`config.mk`:
```
export PLATFORM = sky130hd
export DESIGN_NAME = pixel_spi_serializer
export DESIGN_NICKNAME = d
export VERILOG_FILES = /design/src/rtl/pixel_spi_serializer.sv
export SDC_FILE = /design/constraint.sdc
export NUM_CORES = 1
export LEC_CHECK = 0
export BUFFER_PORTS_ARGS = -buffer_cell sky130_fd_sc_hd__buf_2
export CORE_MARGIN = 2
export CORE_UTILIZATION = 55
export CTS_CLUSTER_DIAMETER = 60
export DETAILED_ROUTE_END_ITERATION = 16
export HOLD_SLACK_MARGIN = 0.02
export PLACE_DENSITY = 0.79
export SLEW_MARGIN = 20
export SYNTH_ARGS = -nofsm -noshare
export SYNTH_HDL_FRONTEND = slang
export SYNTH_SLANG_ARGS = --single-unit
```
`constraint.sdc`:
```
create_clock -name clk -period 6.8 [get_ports clk]
set_clock_uncertainty 0.2 [all_clocks]
set_input_delay 1.02 -clock clk [delete_from_list [all_inputs] [get_ports clk]]
set_output_delay 1.02 -clock clk [all_outputs]
set_load 0.02 [all_outputs]
```
`src/rtl/pixel_spi_serializer.sv`:
```
// rtl/pixel_spi_serializer.sv - pixel word FIFO feeding an MSB-first SPI mode-0 serializer
module pixel_spi_serializer #(
    parameter int WIDTH   = 16,
    parameter int DEPTH   = 8,
    parameter int CLK_DIV = 2
) (
    input  logic                     clk,
    input  logic                     nrst,
    input  logic                     clear,
    input  logic                     wr_en,
    input  logic [WIDTH-1:0]         data_in,
    output logic                     full,
    output logic                     empty,
    output logic [$clog2(DEPTH):0]   count,
    output logic                     overflow,
    output logic                     sclk,
    output logic                     mosi,
    output logic                     cs_n,
    output logic                     busy,
    output logic                     word_done
);

    localparam int AW = $clog2(DEPTH);
    localparam int DW = (CLK_DIV > 1) ? $clog2(CLK_DIV) : 1;
    localparam int BW = $clog2(WIDTH + 1);

    typedef enum logic [1:0] {IDLE, LOAD, SHIFT, GAP} state_t;

    state_t             state;
    state_t             state_next;
    logic [WIDTH-1:0]   mem [DEPTH];
    logic [AW-1:0]      wr_ptr;
    logic [AW-1:0]      rd_ptr;
    logic [AW:0]        count_next;
    logic [WIDTH-1:0]   head;
    logic [WIDTH-1:0]   shreg;
    logic [DW-1:0]      div_cnt;
    logic [BW-1:0]      bit_cnt;
    logic               pop;
    logic               push;
    logic               tick;
    logic               last_fall;

    assign head      = mem[rd_ptr];
    assign tick      = (div_cnt == DW'(CLK_DIV - 1));
    assign last_fall = (state == SHIFT) && tick && sclk && (bit_cnt == BW'(WIDTH));
    assign pop       = (state == LOAD) && !clear;
    // A pop in the same cycle frees the slot, so a push into a full FIFO is still accepted.
    assign push      = wr_en && !clear && (!full || pop);
    assign busy      = (state != IDLE);

    always_comb begin
        count_next = count;
        if (clear)
            count_next = '0;
        else if (push && !pop)
            count_next = count + 1'b1;
        else if (pop && !push)
            count_next = count - 1'b1;
    end

    always_ff @(posedge clk) begin
        if (push)
            mem[wr_ptr] <= data_in;
    end

    always_ff @(posedge clk or negedge nrst) begin
        if (!nrst) begin
            wr_ptr   <= '0;
            rd_ptr   <= '0;
            count    <= '0;
            full     <= 1'b0;
            empty    <= 1'b1;
            overflow <= 1'b0;
        end else begin
            count <= count_next;
            full  <= (count_next == (AW + 1)'(DEPTH));
            empty <= (count_next == '0);
            if (clear) begin
                wr_ptr   <= '0;
                rd_ptr   <= '0;
                overflow <= 1'b0;
            end else begin
                if (push)
                    wr_ptr <= wr_ptr + 1'b1;
                if (pop)
                    rd_ptr <= rd_ptr + 1'b1;
                if (wr_en && !push)
                    overflow <= 1'b1;
            end
        end
    end

    always_ff @(posedge clk or negedge nrst) begin
        if (!nrst)
            state <= IDLE;
        else
            state <= state_next;
    end

    always_comb begin
        state_next = state;
        case (state)
            IDLE:    if (!empty) state_next = LOAD;
            LOAD:    state_next = SHIFT;
            SHIFT:   if (last_fall) state_next = empty ? GAP : LOAD;
            GAP:     state_next = IDLE;
            default: state_next = IDLE;
        endcase
        if (clear)
            state_next = IDLE;
    end

    // Serial outputs are registered from the next state so they track the FSM without glitches.
    always_ff @(posedge clk or negedge nrst) begin
        if (!nrst) begin
            shreg     <= '0;
            div_cnt   <= '0;
            bit_cnt   <= '0;
            sclk      <= 1'b0;
            mosi      <= 1'b0;
            cs_n      <= 1'b1;
            word_done <= 1'b0;
        end else begin
            word_done <= 1'b0;
            cs_n      <= !(state_next == LOAD || state_next == SHIFT);
            if (clear) begin
                sclk    <= 1'b0;
                mosi    <= 1'b0;
                div_cnt <= '0;
                bit_cnt <= '0;
            end else begin
                case (state)
                    LOAD: begin
                        div_cnt <= '0;
                        bit_cnt <= '0;
                    end
                    SHIFT: begin
                        if (tick) begin
                            div_cnt <= '0;
                            sclk    <= !sclk;
                            if (!sclk) begin
                                bit_cnt <= bit_cnt + 1'b1;
                            end else begin
                                shreg <= shreg << 1;
                                mosi  <= shreg[WIDTH-2];
                            end
                            if (last_fall)
                                word_done <= 1'b1;
                        end else begin
                            div_cnt <= div_cnt + 1'b1;
                        end
                    end
                    default: ;
                endcase
                // Entering LOAD presents the head word's MSB before the first rising sclk.
                if (state_next == LOAD) begin
                    shreg <= head;
                    mosi  <= head[WIDTH-1];
                end
            end
        end
    end

endmodule

```
==> flow_summary.yaml <==
critical_path:
  arrival_ns: 3.33
  r2r_cells: 8
  critPathLaunch: "state[0]$_DFF_PN0_"
  r2r-end: "shreg[14]$_DFFE_PN0P_"
  critPathKind: "reg -> reg"
  crit_path_end_kind: "register"
  rr_startpoint: "state[0]$_DFF_PN0_"
  cp.required_ns: 6.90
  rrSetupSlack_ns: 3.58
  worstSetupStartpointType: "register"
  crit_fanout: 18
  worstSetupEndpoint: "shreg[14]$_DFFE_PN0P_"
detailed_routing:
  first_pass_iters: 5
  first_iter_violations: 245
  drc: 0
  wl_met3_um: 620
  top_layer: "met4"
  drtAntennaViolNets: 0
  wl_um: 12750
  wl_met2_um: 6323
  met1Wirelength_um: 5516
  wire_per_inst_um: 19.43
  viasPerCell: 5.788
  vias: 3797
cells_and_area:
  nets: 498
  area_delta_synth_final_pct: 12.23
  drive_gt1_share_pct: 20.04
  final_cell_mix: "edfxtp_1 (128), nor2_1 (54), dfrtp_1 (37)"
  design_area_um2: 7853
  antenna_cells: 0
  fillers: 913
  final_common_cell: "edfxtp_1"
floorplanning:
  dieArea_um2: 13640
  ios: 32
  placement_rows: 41
  die_h_um: 116.8
  initial_core_util_pct: 55.90
  die_width_um: 116.8
  core_um2: 12520
yosys:
  ys_ff_latch: 168
  yosysUniqueCellTypes: 47
  syn_inst: 433
  avgSynthCellArea_um2: 16.16
  synthFlopType: "edfxtp_1"
  synth-async-reset-ratio_pct: 23.81
  synth.cell_area_um2: 6997
  ys_seq_area_share_pct: 69.28
  synth_nets: 460
  ys.warnings.count: 0
  synth_edf_count: 128
clock_tree:
  cts-root-buf: "clkbuf_16"
  cts_buffers: 17
  clock_latency_ns: 0.43
  post_cts_buffers: 0
  hold_buffers: 0
  cts_tree: "yes"
  cts_htree_levels: 4
  clk_pin_slew_ns: 0.06
  ctsResizeCount: 0
  clockBufferDepth: 2
  cts_sinks: 168
min_path:
  hp-class: "reg -> reg"
  hold_path_depth: 2
timing:
  worstMarginPinSlew_ns: 0.9192
  setup-tns-final_ns: 0
  rsz0062_at_grt: "false"
  setup_violations: 0
  fin_ws_ns: 3.578
  hold_violations: 0
  slew_headroom_pct: 38.68
  max_freq_mhz: 310.4
  min_period_ns: 3.222
  hold_ws_ns: 0.3169
  fin_crit_sh_pct: 47.38
  finalMaxSlewViolations: 0
placement:
  dpl-instance-area_um2: 7248
  place_ws_ns: 3.415
  port_buffers: 31
  dp_hpwl_um: 7838
  gp_congestion: 0.8457
pwr:
  intPower_mw: 1.940
  p_total_mw: 2.636
  leakagePower_nw: 2.751
  power.switching_uw: 696.3
  p_sw_share_pct: 26.41
  vdd_drop_max_mv: 0.2258
  p_seq_share_pct: 47.5
  combPwrFrac_pct: 15.8
  powerDensity_nw_per_um2: 335.7
  p_clk_share_pct: 36.7
status:
  status: "complete, no violations"
global_route:
  grt_pass1_vias: 3786
  grt_max_degree: 46
  grt.overflow.total: 0
  grt_pass1_wl_um: 20320
  gr-usage-all-layers_pct: 20.76
  antenna_found_initial: 0
run:
  maxCapViolCount: 0
power by group through the flow:
stage,combinational (mW),sequential (mW),clock [mW]
2_1_floorplan,0.315,1.27,0
3_3_place_gp,0.401,1.27,0
3_5_place_dp,0.415,1.27,0
4_1_cts,0.417,1.25,0.983
5_1_grt,0.464,1.26,1.02
6_report,0.416,1.25,0.967
stage by stage:
stage	instances	util, %
floorplan	433	-
global placement	624	57.89
detailed placement	624	57.91
CTS	656	62.73
global route	656	62.73
finish	656	62.73
cell families after synthesis:
kind of cell,count (synthesis),share of synthesized area (%)
adder cells (fa/ha/maj),7,1.252
buffers and inverters,32,3.612
AO/OA/AOI/OAI,65,6.563
XOR/XNOR,11,1.377
AND/OR/NAND/NOR,101,7.099
multiplexers,49,10.82
flip-flops,168,69.28
cells in the mapped netlist (2+ instances only):
cell / instances / area [µm²]
buf_2: 4 / 20.02
nor3_2: 2 / 20.02
mux4_1: 11 / 289.0
a22oi_1: 14 / 105.1
dfrtp_1: 38 / 950.9
nand2_1: 12 / 45.04
edfxtp_1: 128 / 3844
mux4_2: 7 / 157.7
ha_1: 7 / 87.58
inv_1: 8 / 30.03
nand2b_1: 6 / 37.54
nand4_1: 3 / 18.77
a21oi_1: 21 / 105.1
o21ai_0: 2 / 10.01
xnor2_1: 4 / 35.03
clkbuf_8: 6 / 82.58
a221oi_1: 14 / 122.6
nor2b_1: 4 / 25.02
clkbuf_1: 3 / 11.26
dfstp_2: 2 / 52.55
a211oi_1: 4 / 30.03
or2_2: 2 / 12.51
nor2_1: 54 / 202.7
xor2_1: 7 / 61.31
buf_6: 7 / 78.83
a211oi_2: 2 / 25.02
buf_4: 3 / 22.52
mux2i_1: 31 / 310.3
nor3_1: 9 / 45.04
registers in the layout, summed over array words and instances, names as in the netlist, 2 cells and up:
name	count
bit_cnt	5
count	4
shreg	15
state	2
wr_ptr	3
mem	128
rd_ptr	3
worst min-delay path by stage:
stage                                      from               endpoint  slack (ns)
after floorplan           shreg[10]$_DFFE_PN0P_  shreg[10]$_DFFE_PN0P_        0.29
after global placement     overflow$_DFFE_PN0P_   overflow$_DFFE_PN0P_        0.28
after detailed placement   overflow$_DFFE_PN0P_   overflow$_DFFE_PN0P_        0.31
after CTS                  overflow$_DFFE_PN0P_   overflow$_DFFE_PN0P_        0.32
after global routing       overflow$_DFFE_PN0P_   overflow$_DFFE_PN0P_        0.34
final                      overflow$_DFFE_PN0P_   overflow$_DFFE_PN0P_        0.32
area by class of cell:
cell class	count	area, µm²	share of cell area [%]
tap	172	215.2	2.741
inverter	8	30.03	0.3824
multi-input combinational	233	1909	24.31
timing repair buffer	43	245.2	3.123
clock buffer	18	429.2	5.465
clock inverter	14	175.2	2.231
sequential	168	4848	61.74
critical path: stages, from the launching register on:
cell	delay [ns]
dfrtp_1	0.48
and4b_1	0.39
nand4_1	0.18
o21ai_0	0.20
a21o_1	0.16
ha_1	0.57
nand2b_1	0.48
a22oi_1	0.34
a21oi_1	0.09
routing by layer:
metal / vias to the layer above / track usage (%)
met4: 0 / 10.12
met2: 120 / 32.45
li1: 1750 / -
met5: - / 0
met1: 1904 / 28.12
met3: 23 / 4.531
(Power assumes the default switching activity.)
